==> config.mk <==
export PLATFORM = sky130hd
export DESIGN_NAME = vx_issue_credit_buffer
export DESIGN_NICKNAME = d
export VERILOG_FILES = /design/src/rtl/vx_issue_credit_buffer.sv
export SDC_FILE = /design/constraint.sdc
export NUM_CORES = 1
export LEC_CHECK = 0
export ABC_AREA = 1
export CORE_ASPECT_RATIO = 1.25
export CORE_MARGIN = 2
export CORE_UTILIZATION = 59
export DETAILED_ROUTE_END_ITERATION = 12
export MAX_ROUTING_LAYER = met4
export PLACE_DENSITY_LB_ADDON = 0.2
export SETUP_SLACK_MARGIN = 0.4
export SYNTH_ARGS = -nofsm -noshare
export SYNTH_HDL_FRONTEND = slang
export SYNTH_SLANG_ARGS = --single-unit
==> constraint.sdc <==
create_clock -name clk -period 15.4 [get_ports clk]
set_input_delay 4.62 -clock clk [delete_from_list [all_inputs] [get_ports clk]]
set_output_delay 4.62 -clock clk [all_outputs]
set_load 0.05 [all_outputs]
==> src/rtl/vx_issue_credit_buffer.sv <==
`default_nettype none
// ============================================================================
// Module : vx_issue_credit_buffer
// Desc   : Per-slot issue FIFOs with an in-flight credit window per slot
// Rev    : 1.0  initial release
// ============================================================================
module vx_issue_credit_buffer #(
  parameter int ISSUE_CNT    = 4,
  parameter int DEPTH        = 4,
  parameter int DATAW        = 64,
  parameter int MAX_INFLIGHT = 8,
  parameter int FLUSH_CLR    = 1,
  parameter int PERF_W       = 44
) (
  input  logic                       clk,
  input  logic                       reset,
  input  logic [ISSUE_CNT-1:0]       i_in_valid,
  input  logic [ISSUE_CNT*DATAW-1:0] i_in_data,
  output logic [ISSUE_CNT-1:0]       o_in_ready,
  output logic [ISSUE_CNT-1:0]       o_out_valid,
  output logic [ISSUE_CNT*DATAW-1:0] o_out_data,
  input  logic [ISSUE_CNT-1:0]       i_out_ready,
  input  logic [ISSUE_CNT-1:0]       i_commit,
  input  logic [ISSUE_CNT-1:0]       i_flush,
  output logic [ISSUE_CNT*8-1:0]     o_inflight,
  output logic                       o_credit_err,
  output logic [PERF_W-1:0]          o_stall_cycles
);

  localparam int                c_AW        = $clog2(DEPTH);
  localparam logic [7:0]        c_MAX       = 8'(MAX_INFLIGHT);
  localparam logic [c_AW:0]     c_PTR_ONE   = (c_AW+1)'(1);
  localparam logic [PERF_W-1:0] c_STALL_ONE = PERF_W'(1);

  logic [ISSUE_CNT-1:0] w_blocked;
  logic [ISSUE_CNT-1:0] w_cerr_set;
  logic                 r_credit_err;
  logic [PERF_W-1:0]    r_stall_cycles;

  for (genvar gi = 0; gi < ISSUE_CNT; gi++) begin : g_slot
    logic [DATAW-1:0] r_mem [DEPTH];
    logic [c_AW:0]    r_wr_ptr;
    logic [c_AW:0]    r_rd_ptr;
    logic [7:0]       r_inflight;
    logic             w_empty, w_full, w_flush, w_push, w_issue, w_commit, w_credit_ok;

    assign w_flush     = i_flush[gi];
    assign w_empty     = (r_wr_ptr == r_rd_ptr);
    assign w_full      = (r_wr_ptr[c_AW] != r_rd_ptr[c_AW]) &&
                         (r_wr_ptr[c_AW-1:0] == r_rd_ptr[c_AW-1:0]);
    assign w_credit_ok = (r_inflight < c_MAX);

    assign o_in_ready[gi]  = !reset && !w_full && !w_flush;
    assign o_out_valid[gi] = !reset && !w_empty && w_credit_ok && !w_flush;
    assign o_out_data[gi*DATAW +: DATAW] = r_mem[r_rd_ptr[c_AW-1:0]];
    assign o_inflight[gi*8 +: 8]         = r_inflight;

    assign w_push   = i_in_valid[gi] && o_in_ready[gi];
    assign w_issue  = o_out_valid[gi] && i_out_ready[gi];
    // A clearing flush swallows any commit arriving in the same cycle
    assign w_commit = i_commit[gi] && !(w_flush && (FLUSH_CLR != 0));

    assign w_cerr_set[gi] = w_commit && (r_inflight == 8'd0);
    assign w_blocked[gi]  = !w_empty && (r_inflight == c_MAX) && !w_flush;

    always_ff @(posedge clk) begin
      if (w_push) begin
        r_mem[r_wr_ptr[c_AW-1:0]] <= i_in_data[gi*DATAW +: DATAW];
      end
    end

    always_ff @(posedge clk) begin
      if (reset) begin
        r_wr_ptr   <= '0;
        r_rd_ptr   <= '0;
        r_inflight <= '0;
      end else begin
        if (w_push) begin
          r_wr_ptr <= r_wr_ptr + c_PTR_ONE;
        end
        if (w_flush) begin
          r_rd_ptr <= r_wr_ptr;
        end else if (w_issue) begin
          r_rd_ptr <= r_rd_ptr + c_PTR_ONE;
        end

        if (w_flush && (FLUSH_CLR != 0)) begin
          r_inflight <= '0;
        end else if (w_issue && !w_commit) begin
          r_inflight <= r_inflight + 8'd1;
        end else if (!w_issue && w_commit && (r_inflight != 8'd0)) begin
          r_inflight <= r_inflight - 8'd1;
        end
      end
    end
  end : g_slot

  always_ff @(posedge clk) begin
    if (reset) begin
      r_credit_err   <= 1'b0;
      r_stall_cycles <= '0;
    end else begin
      r_credit_err <= r_credit_err | (|w_cerr_set);
      if ((|w_blocked) && !(&r_stall_cycles)) begin
        r_stall_cycles <= r_stall_cycles + c_STALL_ONE;
      end
    end
  end

  assign o_credit_err   = r_credit_err;
  assign o_stall_cycles = r_stall_cycles;

endmodule : vx_issue_credit_buffer
`default_nettype wire
* Word-level counts from Yosys, hierarchy flattened
Memory sizes are Yosys's and may differ from the RTL's. A register that Yosys moved wholly into a read port is not among the register bits. Index checks and enable logic that the tools add are counted.
Operators by class: reduce and logical (&&, ||, !) cells 106, bitwise gates (word level) 1, $lt $le $gt $ge 4, $add $sub $neg 17, mux-type cells 32, equal/unequal tests 16
Operators by type and width (number):
- two-way mux 8 bit | 8
- logical AND 1 bit | 61
- adder 44 x 1 -> 44 bit, second input constant | 1
- AND reduction 44 bit | 1
- adder 8 x 1 -> 8 bit, second input constant | 4
- == test 8 x 4 -> 1 bit, second input constant | 4
- logical NOT 8 bit | 4
- < comparator 8 x 4 -> 1 bit, second input constant | 4
- nonzero test 8 bit | 4
- subtractor 8 x 1 -> 8 bit, second input constant | 4
- adder 3 x 1 -> 3 bit, second input constant | 8
- two-way mux 3 bit | 8
- logical NOT 1 bit | 22
- two-way mux 2 bit | 8
- nonzero test 2 bit | 8
- == test 3 bit | 4
- == test 2 bit | 4
- two-way mux 1 bit | 8
- OR reduction 2 bit | 4
- OR reduction 4 bit | 2
- inequality test 1 bit | 4
- OR 1 bit | 1
Storage, ports and cells: memories kept 4, register bits after elaboration 101, bits in writable memories 1024, output and inout port bits 341, word-level logic and storage cells 194
Memories:
- g_slot[0].r_mem | depth 4, width 64, rd ports 1, clocked after Yosys merged registers in 1, wr ports 1, line 41 | logic [DATAW-1:0] r_mem [DEPTH];
- g_slot[1].r_mem | depth 4, width 64, rd ports 1, clocked after Yosys merged registers in 1, wr ports 1, line 41
- g_slot[2].r_mem | depth 4, width 64, rd ports 1, clocked after Yosys merged registers in 1, wr ports 1, line 41
- g_slot[3].r_mem | depth 4, width 64, rd ports 1, clocked after Yosys merged registers in 1, wr ports 1, line 41

* Longest topological paths before layout
Gate-level depths: netlist (run 1).
depth after elaboration 11, gate-level depth with buffers 16, gate-level depth less buffers 16

* Worst setup path before layout (run 1)
OpenSTA, ideal clock, no wires.
kind input-to-output, start input port reset, end output port o_in_ready[3], stages on the path 4, arrival 5404 ps, data required time 10780 ps, setup slack 5376 ps, buffers on the path 1, cells stage by stage nor2_1 > clkbuf_1 > o21ai_0 > inv_1
On the way: cells in the longest elaborated chain, start to end 3
RTL lines:
- start, declared | line 16 | input logic reset,
- logical NOT 1 bit | line 53 | assign o_in_ready[gi] = !reset && !w_full && !w_flush;
- logical AND 1 bit (2 in series) | line 53
- end, declared | line 19 | output logic [ISSUE_CNT-1:0] o_in_ready,
Every way passes these cells.

* Worst setup path after layout (run 1)
start input port reset, end output port o_in_ready[1]
The elaborated chain is that of the path after synthesis.

==> metrics.md, run 1 <==
| Metric | Value |
|---|---|
| Worst-Margin Slew | 1.114 ns |
| Slew Limit Fails | 0 |
| Drt first-iter violations | 2884 |
| GRT Total Usage | 28.95% |
| DRT Wirelength | 112500 um |
| Crit. End Element | primary output |
| Critical path type | in -> out |
| Fill cells | 4817 |
| Static leakage | 18.31 nW |
| RSZ-0062 raised after global routing | false |
| Max_slew headroom | 25.56% |
| Hold buffer count at cts | 0 |
| Final Hold Fails | 0 |
| DRC Markers | 0 |
| Syn nets | 3888 |
| Critical Path RT | 10.78 ns |
| Die H | 311.5 um |
| Outcome | finished clean |
| Gate power share | 15.6% |
| # IOs | 615 |
| Die ar. | 0.07788 mm2 |
| CTS tree | yes |
| Final clock skew | 0.02601 ns |
| Syn-to-layout area delta | 23.30% |
| Later-pin clock latency in the skew report | 0.68 ns |
| R2r worst-path depth | 9 |
| Power share of the clock group | 35.5% |
| Vias in the first global route | 28700 |
| Largest net degree at the start of global routing | 99 |
| Max Fanout on Critical Path | 51 |
| Dpl hpwl | 69050 um |
| Worst hold path class | reg -> reg |
| Nets | 4456 |
| Layout cells sized above 1 | 5.239% |
| Max_cap viols | 0 |
| RD Place Congestion | 0.9351 |
| CTS buffer count | 104 |
| Cell Pwr Density | 127.3 mW/mm2 |
| CTS resizes | 0 |
| CP peak stage delay | 0.89 ns |
| Cell variety after synth | 35 |
| Core area | 0.07483 mm2 |
| Slowest CP cell | clkdlybuf4s50_1 |
| Cell count of the worst hold path | 1 |
| Clock Path Buffers | 3 |
| Root Driver | clkbuf_16 |
| Syn Inst Count | 3565 |
| Seq cells post-synth | 1133 |
| # rows | 112 |
| Final worst path period share | 76.93% |
| DR vias | 30600 |
| Internal power | 5.129 mW |
| Arrival @ worst endpoint | 7.23 ns |
| Commonest non-fill, non-tap cell in the layout | edfxtp_1 |
| Net Sw Frac | 26.81% |
| GRT overflow | 0 |
| Warnings, synthesis | 0 |
| Mapped Area | 0.04463 mm2 |
| Flop pwr share | 48.9% |
| Mean area per synthesized cell | 12.52 um2 |
| Global-route wire length before repair | 167600 um |
| Sequential area share after synthesis | 73.79% |
| Port Buffers | 614 |
| Crit-path cells | buf_2, buf_4, inv_1, nand2_1, inv_1, nand2_1, inv_1, clkdlybuf4s50_1 |
| Pre-CTS setup slack | 3.588 ns |
| F_max | 84.41 MHz |
| Synth top area cells | edfxtp_1 (69%), o21ai_0 (6.3%), nor2_1 (5.6%) |
| Initial DRT Pass Iterations | 5 |
| Final min period | 11.85 ns |
| Post-synth top area share | 68.90% |
| Final ANT Viol Nets | 0 |
| Final WS setup | 3.553 ns |
| Final setup viols | 0 |
| Maximum vdd drop | 0.0001233 V |
| Starting Density | 59.64% |
| Switch Pwr | 1.879 mW |
| Initial antenna violation count | 32 |
| Clock sinks | 1133 |
| Critical Path Start Type | primary input |
| Avg WL per Cell | 21.54 um |
| Most used cell, CP | inv_1 |
| Leading area contributor after synthesis | edfxtp_1 |
| Htree depth | 3 |
| Die X | 250 um |
| CTS clk-pin slew, worst paths | 0.06 ns |
| Post-CTS setup buffers | 0 |
| Via density | 5.860 |
| Commonest non-fill, non-tap cells in the layout | edfxtp_1 (1024), nor2_1 (652), clkdlybuf4s50_1 (613) |
| Setup TNS | 0 ns |
cell usage after synthesis (all sizes together):
cell    instances
a31oi          11
nand3b          2
xnor2          36
nand2         297
buf            15
ha             45
dfxtp         109
nand4          23
o21a            1
inv           109
nor2          672
clkbuf        170
fa              4
edfxtp       1024
a21oi         101
nor3           13
and2            3
xor2           25
a41oi           1
o21ai         561
o22ai         257
o21bai          8
a21boi          1
or2             1
clkinv          4
a21o            3
nand3          69
logic make-up after synthesis:
logic type      Yosys count  share of synthesized area (%)
xor+xnor                 61                          1.197
buf+inv                 298                          2.596
fa+ha+maj                49                          1.441
simple gates           1080                          9.537
compound gates          944                          11.44
flops                  1133                          73.79
registers in the layout (all words and copies together) (netlist names), named ones only:
register	cells
o_stall_cycles	44
g_slot.r_inflight	32
g_slot.r_mem	1024
o_credit_err	1
g_slot.r_wr_ptr	12
g_slot.r_rd_ptr	12
critical path: cells and delay by family:
family / cells / cell delay [ns]
simple gates: 2 / 0.25
buf+inv: 6 / 2.29
power groups by stage:
stage	logic, mW	registers [mW]	clock network (mW)
after global routing	1.15	3.43	2.64
final	1.09	3.43	2.49
after CTS	1.09	3.43	2.52
after global placement	1.07	3.49	0
after detailed placement	1.08	3.49	0
after floorplan	0.657	3.50	0
layer usage:
metal  vias up  track usage (%)  share of wire (%)
met2      1236            46.09                 49
met4         0            12.36                3.8
met3       202            8.127                9.6
met5         -                -                  0
met1     14980            34.87                 37
li1      14180                -                  -
final timing paths:
kind | from | end | slack, ns
max | reset | o_in_ready[1] | 3.55
min | g_slot[3].r_wr_ptr[2]$_SDFFE_PP0P_ | g_slot[3].r_wr_ptr[2]$_SDFFE_PP0P_ | 0.47
max reg2reg | g_slot[1].r_wr_ptr[0]$_SDFFE_PP0P_ | g_slot[1].r_mem[3][34]$_DFFE_PP_ | 12.03
min reg2reg | g_slot[3].r_wr_ptr[2]$_SDFFE_PP0P_ | g_slot[3].r_wr_ptr[2]$_SDFFE_PP0P_ | 0.47
cell type report:
cell class,count,area (um2),share of cell area [%]
flip-flops and latches,1133,32950,59.88
multi-input cells,2134,10660,19.37
repair buffers,647,6389,11.61
clock buffers,127,2761,5.018
well taps,969,1212,2.203
clock inverters,64,539.3,0.9799
inverters,113,429.2,0.7798
diodes,35,87.58,0.1592
through the flow:
step | hold slack [ns] | area [um2] | total power [mW] | std cells | util [%]
floorplan | 0.4245 | 44630 | 4.153 | 3565 | -
global placement | 0.4494 | 51640 | 4.561 | 4996 | 69.01
detailed placement | 0.4589 | 51640 | 4.577 | 4996 | 69.01
CTS | 0.4622 | 54940 | 7.034 | 5187 | 73.42
global route | 0.4857 | 55020 | 7.222 | 5219 | 73.53
finish | 0.4689 | 55030 | 7.008 | 5222 | 73.54
Note: power is estimated with default switching activity, not from simulation.
==> run 2, diff against run 1 <==
--- a/config.mk
+++ b/config.mk
@@ -8,7 +8,7 @@
 export ABC_AREA = 1
 export CORE_ASPECT_RATIO = 1.25
 export CORE_MARGIN = 2
-export CORE_UTILIZATION = 59
+export CORE_UTILIZATION = 49
 export DETAILED_ROUTE_END_ITERATION = 12
 export MAX_ROUTING_LAYER = met4
 export PLACE_DENSITY_LB_ADDON = 0.2
==> constraint.sdc (replaced) <==
create_clock -name clk -period 9.5 [get_ports clk]
set_input_delay 2.85 -clock clk [delete_from_list [all_inputs] [get_ports clk]]
set_output_delay 2.85 -clock clk [all_outputs]
set_load 0.05 [all_outputs]
==> run 2 against run 1 <==
Worst hold slack lost 0.014 ns; core utilization fell by 12 points; cell count up 4.2%; register-to-register slack worse by 5.7 ns; critical path type unchanged; critical endpoint is now o_out_valid[3].
==> metrics.md, run 2 (same netlist as run 1, synthesis figures left out) <==
| Metric | Value |
|---|---|
| CTS resizes | 0 (unchanged) |
| Clock Path Buffers | 3 (unchanged) |
| Die X | 273.9 um (+9.6%) |
| Hold Path End | g_slot[3].r_wr_ptr[2]$_SDFFE_PP0P_ |
| Buf/Inv on CP | 3 (-3) |
| Vias in the first global route | 28240 (-1.6%) |
| Critical Path RT | 6.65 ns (-4.13 ns) |
| Final worst path period share | 84.18% |
| Slew Limit Fails | 0 (unchanged) |
| Die ar. | 0.09353 mm2 (+20%) |
| Internal power | 8.478 mW (+65%) |
| Initial DRT Pass Iterations | 6 (+1) |
| Final ANT Viol Nets | 0 (unchanged) |
| Drt first-iter violations | 2060 (-29%) |
| Crit-path cells | clkdlybuf4s50_1, nor2_1, nand2_1, nor2_1, nand2_1, inv_1, clkdlybuf4s50_1 |
| # IOs | 615 (unchanged) |
| Port Buffers | 614 (unchanged) |
| Root Driver | clkbuf_16 |
| Final Hold Fails | 0 (unchanged) |
| Dpl hpwl | 69560 um (+0.74%) |
| Start of the worst register-to-register path | g_slot[3].r_wr_ptr[0]$_SDFFE_PP0P_ |
| Setup TNS | 0 ns (unchanged) |
| Top layer in use | met4 |
| Hold Slack | 0.4552 ns (-0.01375 ns) |
| Clock sinks | 1133 (unchanged) |
| CTS tree | yes |
| Metal3 WL | 10190 um (-5.5%) |
| Net Sw Frac | 26.39% (-0.41 points) |
| Outcome | finished clean |
| DRC Markers | 0 (unchanged) |
| CTS buffer count | 107 (+2.9%) |
| Arrival @ worst endpoint | 5.15 ns (-2.08 ns) |
| Worst hold path class | reg -> reg |
| Fin util | 61.54% (-12 points) |
| Max_slew headroom | 27.72% (+2.2 points) |
| Post-CTS setup buffers | 0 (unchanged) |
| DR vias | 29710 (-2.9%) |
| Avg WL per Cell | 20.58 um (-4.4%) |
| Met2 routed WL | 54180 um (-2.1%) |
| Core area | 0.09018 mm2 (+21%) |
| # rows | 123 (+9.8%) |
| Final min period | 7.997 ns |
| Syn-to-layout area delta | 24.34% |
| DRT met1 WL | 44480 um (+5.8%) |
| GRT Total Usage | 24.01% (-4.9 points) |
| Nets | 4462 (+0.13%) |
| Flop pwr share | 48.2% (-0.7 points) |
| Htree depth | 3 (unchanged) |
| Power share of the clock group | 36.5% (+1.0 points) |
| Initial antenna violation count | 20 (-38%) |
| Die H | 341.4 um (+9.6%) |
| Max reg flops | 1024 (unchanged) |
| Cell Pwr Density | 207.5 mW/mm2 (+63%) |
| Starting Density | 49.49% (-10 points) |
| CTS clk-pin slew, worst paths | 0.06 ns (about the same) |
| RR Endpoint | g_slot[3].r_mem[3][20]$_DFFE_PP_ |
| Critical Path Start Type | primary input |
| GRT overflow | 0 (unchanged) |
| Via density | 5.462 (-6.8%) |
| CP top delay family | buffers and inverters |
| PnR Total Power | 11.52 mW (+64%) |
| RD Place Congestion | 0.8968 (-4.1%) |
| DRT Wirelength | 112000 um (-0.46%) |
| Slowest CP cell | clkdlybuf4s50_1 |
| Crit. End Element | primary output |
| Max Fanout on Critical Path | 11 (-78%) |
| Post-Layout Cell Count | 5440 (+4.2%) |
| Cell count of the worst hold path | 1 (unchanged) |
| Hold Path Origin | g_slot[3].r_wr_ptr[2]$_SDFFE_PP0P_ |
| F_max | 125.0 MHz |
| Commonest non-fill, non-tap cell in the layout | edfxtp_1 |
| CP peak stage delay | 0.89 ns (about the same) |
| Maximum vdd drop | 0.0002323 V (+88%) |
| RSZ-0062 raised after global routing | false |
| Final clock skew | 0.02709 ns (+0.001084 ns) |
| Static leakage | 18.39 nW (+0.47%) |
| Later-pin clock latency in the skew report | 0.67 ns (about the same) |
| Final setup viols | 0 (unchanged) |
| Largest net degree at the start of global routing | 129 (+30%) |
| R2R setup slack | 6.29 ns (-5.74 ns) |
| Switch Pwr | 3.040 mW (+62%) |
| Inst Count DP | 5217 (+4.4%) |
| Gate power share | 15.3% (-0.3 points) |
| R2r worst-path depth | 9 (unchanged) |
| Commonest non-fill, non-tap cells in the layout | edfxtp_1 (1024), nor2_1 (652), clkdlybuf4s50_1 (613) |
| Hold buffer count at cts | 0 (unchanged) |
| Layout cells sized above 1 | 5.412% (+0.17 points) |
| Worst-Margin Slew | 1.082 ns (-0.03229 ns) |
| Max_cap viols | 0 (unchanged) |
| Critical path type | in -> out |
| Global-route wire length before repair | 167000 um (-0.39%) |
run 2: how the worst max path moves through the flow:
stage	startpoint	endpoint	slack (ns)	cells after the start
floorplan	reset	g_slot[3].r_mem[3][0]$_DFFE_PP_	2.36	6
global placement	i_flush[3]	o_out_valid[3]	1.49	7
detailed placement	i_flush[3]	o_out_valid[3]	1.51	7
CTS	i_flush[3]	o_out_valid[3]	1.50	7
global route	i_flush[3]	o_out_valid[3]	1.27	7
finish	i_flush[3]	o_out_valid[3]	1.50	7
run 2: layout make-up:
cell class	count	area [um2]
Fill cell	6944	34690
Tap cell	1187	1485
Antenna cell	22	55.05
Clock buffer	132	2793
Inverter	113	429.2
Multi-Input combinational cell	2134	10660
Clock inverter	69	698.2
Sequential cell	1133	32950
Timing Repair Buffer	650	6424
run 2: per-layer routing:
| metal | GRT usage, % | vias to the layer above |
|---|---|---|
| li1 | - | 14180 |
| met1 | 29.24 | 14530 |
| met2 | 38.20 | 828 |
| met3 | 7.389 | 166 |
| met4 | 8.016 | 0 |
| met5 | - | - |
run 2: power by group through the flow:
stage	clock network, mW	registers, mW	logic, mW
3_5_place_dp	0	5.66	1.76
2_1_floorplan	0	5.67	1.06
3_3_place_gp	0	5.66	1.75
6_report	4.21	5.55	1.76
5_1_grt	4.48	5.56	1.87
4_1_cts	4.29	5.55	1.77
run 2: worst register-to-register path, stage by stage, from the launching register on:
cell     delay, ns
dfxtp_1       0.40
inv_1         0.13
nand2_1       0.08
nand2_1       0.06
nand2_1       0.07
o21ai_0       0.07
inv_1         0.19
nand2_1       0.32
nor2_4        0.92
buf_4         0.61
run 2: metrics by stage:
step	setup slack (ns)	instance area, um2
after floorplan	2.362	44630
after global placement	1.490	51950
after detailed placement	1.506	51950
after CTS	1.500	55440
after global routing	1.274	55490
final	1.503	55500
==> run 3, diff against run 2 <==
--- a/config.mk
+++ b/config.mk
@@ -8,7 +8,7 @@
 export ABC_AREA = 1
 export CORE_ASPECT_RATIO = 1.25
 export CORE_MARGIN = 2
-export CORE_UTILIZATION = 49
+export CORE_UTILIZATION = 55
 export DETAILED_ROUTE_END_ITERATION = 12
 export MAX_ROUTING_LAYER = met4
 export PLACE_DENSITY_LB_ADDON = 0.2
==> constraint.sdc (replaced) <==
create_clock -name clk -period 7.6 [get_ports clk]
set_input_delay 2.28 -clock clk [delete_from_list [all_inputs] [get_ports clk]]
set_output_delay 2.28 -clock clk [all_outputs]
set_load 0.05 [all_outputs]
==> run 3 against run 2 <==
Sequential cell count is the same; final area is essentially flat; clock power grew 27%; clock-buffer cell count shrank 7; clock skew grew 0.0047 ns; critical path depth is the same; sequential share of layout area is essentially flat; first-iteration DRC count grew 24%; global-route usage grew 2.2 points; largest cell class unchanged.
==> metrics.md, run 3 (same netlist as run 1, synthesis figures left out) <==
| Metric | Value |
|---|---|
| # IOs | 615 (unchanged) |
| Crit. End Element | primary output |
| Htree depth | 3 (unchanged) |
| Post-Layout Cell Count | 5328 (-2.1%) |
| Commonest non-fill, non-tap cell in the layout | edfxtp_1 |
| Die H | 322.5 um (-5.5%) |
| DRC Markers | 0 (unchanged) |
| Clock Path Buffers | 3 (unchanged) |
| CTS tree | yes |
| Inst Count DP | 5102 (-2.2%) |
| RSZ-0062 raised after global routing | false |
| Crit-path cells | clkdlybuf4s50_1, nor2_1, nand2_1, nor2_1, nand2_1, inv_1, clkdlybuf4s50_1 |
| Outcome | finished clean |
| Via density | 5.611 (+2.7%) |
| Post-CTS setup buffers | 0 (unchanged) |
| CTS resizes | 0 (unchanged) |
| Final clock skew | 0.03177 ns (+0.004676 ns) |
| Avg WL per Cell | 20.49 um (-0.44%) |
| Fill cells | 5574 (-20%) |
| DRT Wirelength | 109200 um (-2.5%) |
| Multi-input gate area | 0.01066 mm2 (unchanged) |
| Max reg flops | 1024 (unchanged) |
| Hold Path End | g_slot[3].r_wr_ptr[2]$_SDFFE_PP0P_ |
| Final worst path period share | 90.08% |
| Final setup viols | 0 (unchanged) |
| Initial DRT Pass Iterations | 5 (-1) |
| RR Endpoint | o_stall_cycles[20]$_SDFFE_PP0P_ |
| Worst-Margin Slew | 1.163 ns (+0.08118 ns) |
| Max_slew headroom | 22.48% (-5.2 points) |
| Cell area after layout | 0.05550 mm2 (about the same) |
| R2R setup slack | 4.68 ns (-1.61 ns) |
| Cell count of the worst hold path | 1 (unchanged) |
| Max Fanout on Critical Path | 11 (unchanged) |
| Slowest CP cell | clkdlybuf4s50_1 |
| Static leakage | 18.51 nW (+0.61%) |
| Max_cap viols | 0 (unchanged) |
| Clock sinks | 1133 (unchanged) |
| Sequential Area | 0.03295 mm2 (unchanged) |
| Layout cells sized above 1 | 5.789% (+0.38 points) |
| Nets | 4470 (+0.18%) |
| Vias in the first global route | 28360 (+0.42%) |
| Worst hold path class | reg -> reg |
| Final ANT Viol Nets | 0 (unchanged) |
| Root Driver | clkbuf_16 |
| Starting Density | 55.61% (+6.1 points) |
| Dpl hpwl | 69570 um (about the same) |
| Final min period | 6.846 ns |
| Syn-to-layout area delta | 24.36% (about the same) |
| Drt first-iter violations | 2564 (+24%) |
| Hold Path Origin | g_slot[3].r_wr_ptr[2]$_SDFFE_PP0P_ |
| Start of the worst register-to-register path | o_stall_cycles[0]$_SDFFE_PP0P_ |
| Slew Limit Fails | 0 (unchanged) |
| R2r worst-path depth | 11 (+2) |
| Setup TNS | 0 ns (unchanged) |
| Hold buffer count at cts | 0 (unchanged) |
| Cell Pwr Density | 261.2 mW/mm2 (+26%) |
| DR vias | 29900 (+0.63%) |
| # rows | 116 (-5.7%) |
| Initial antenna violation count | 30 (+50%) |
| Die ar. | 0.08346 mm2 (-11%) |
| Port Buffers | 614 (unchanged) |
| RD Place Congestion | 0.9262 (+3.3%) |
| CTS buffer count | 105 (-1.9%) |
| Later-pin clock latency in the skew report | 0.68 ns (about the same) |
| Maximum vdd drop | 0.0002237 V (-3.7%) |
| Core area | 0.08026 mm2 (-11%) |
| Global-route wire length before repair | 162500 um (-2.7%) |
| PnR Total Power | 14.50 mW (+26%) |
| GRT overflow | 0 (unchanged) |
| GRT Total Usage | 26.24% (+2.2 points) |
| Final Hold Fails | 0 (unchanged) |
| Largest net degree at the start of global routing | 115 (-11%) |
| Critical path type | in -> out |
| Die X | 258.8 um (-5.5%) |
| F_max | 146.1 MHz |
| Critical Path Start Type | primary input |
| Critical Path RT | 5.32 ns (-1.33 ns) |
| CTS clk-pin slew, worst paths | 0.06 ns (about the same) |
| DP Area | 0.05187 mm2 (-0.16%) |
| Arrival @ worst endpoint | 4.57 ns (-0.58 ns) |
| CP peak stage delay | 0.79 ns (-0.10 ns) |
| Commonest non-fill, non-tap cells in the layout | edfxtp_1 (1024), nor2_1 (652), clkdlybuf4s50_1 (612) |
## run 3: cell types whose count changed in the layout (fill, tap and decap cells not counted), sizes merged
cell / change
inv: +2
clkdlybuf4s50: -1
bufinv: +3
clkinv: -1
clkbuf: -7
clkinvlp: -6
diode: +12
buf: +11
## run 3: routing by layer
metal | vias to the layer above | wire length, um | part of all wire, % | track usage [%]
li1 | 14190 | - | - | -
met1 | 14610 | 41360 | 38 | 30.91
met2 | 921 | 54220 | 50 | 42.55
met3 | 181 | 9980 | 9.1 | 7.701
met4 | 0 | 3609 | 3.3 | 10.39
met5 | - | 0 | 0 | -
## run 3: metrics by stage
stage / hold WS (ns) / setup WS [ns] / utilization, %
3_3_place_gp: 0.4617 / 0.7786 / 64.62
4_1_cts: 0.4762 / 0.7402 / 69.05
2_1_floorplan: 0.4245 / 1.032 / -
5_1_grt: 0.4857 / 0.5933 / 69.14
3_5_place_dp: 0.4580 / 0.7495 / 64.62
6_report: 0.4782 / 0.7541 / 69.15
## run 3: report_power, final
group	switching [mW]	internal, mW	leakage [nW]
clock	2.22	3.13	1.74
sequential	0.0748	6.88	10.1
combinational	1.50	0.691	6.63
total	3.79	10.7	18.5
## run 3: cell type report
cell class,instances,share of cell area [%]
inverter,113,0.7732
clock inverter,67,1.373
multi-input combinational,2134,19.21
tap,1062,2.394
clock buffer,125,5.023
antenna,34,0.1533
timing repair buffer,660,11.70
sequential,1133,59.37
## run 3: worst max-delay path, delay by kind of cell
| kind | cells | cell delay [ns] |
|---|---|---|
| AND/OR/NAND/NOR | 4 | 0.93 |
| buffers and inverters | 3 | 1.36 |
## run 3: worst max path at each step
stage                     startpoint                              end  slack [ns]
after CTS                 i_flush[3]                   o_out_valid[3]        0.74
after floorplan                reset  g_slot[3].r_mem[3][0]$_DFFE_PP_        1.03
after detailed placement  i_flush[3]                   o_out_valid[3]        0.75
final                     i_flush[3]                   o_out_valid[3]        0.75
after global routing      i_flush[3]                   o_out_valid[3]        0.59
after global placement    i_flush[3]                   o_out_valid[3]        0.78
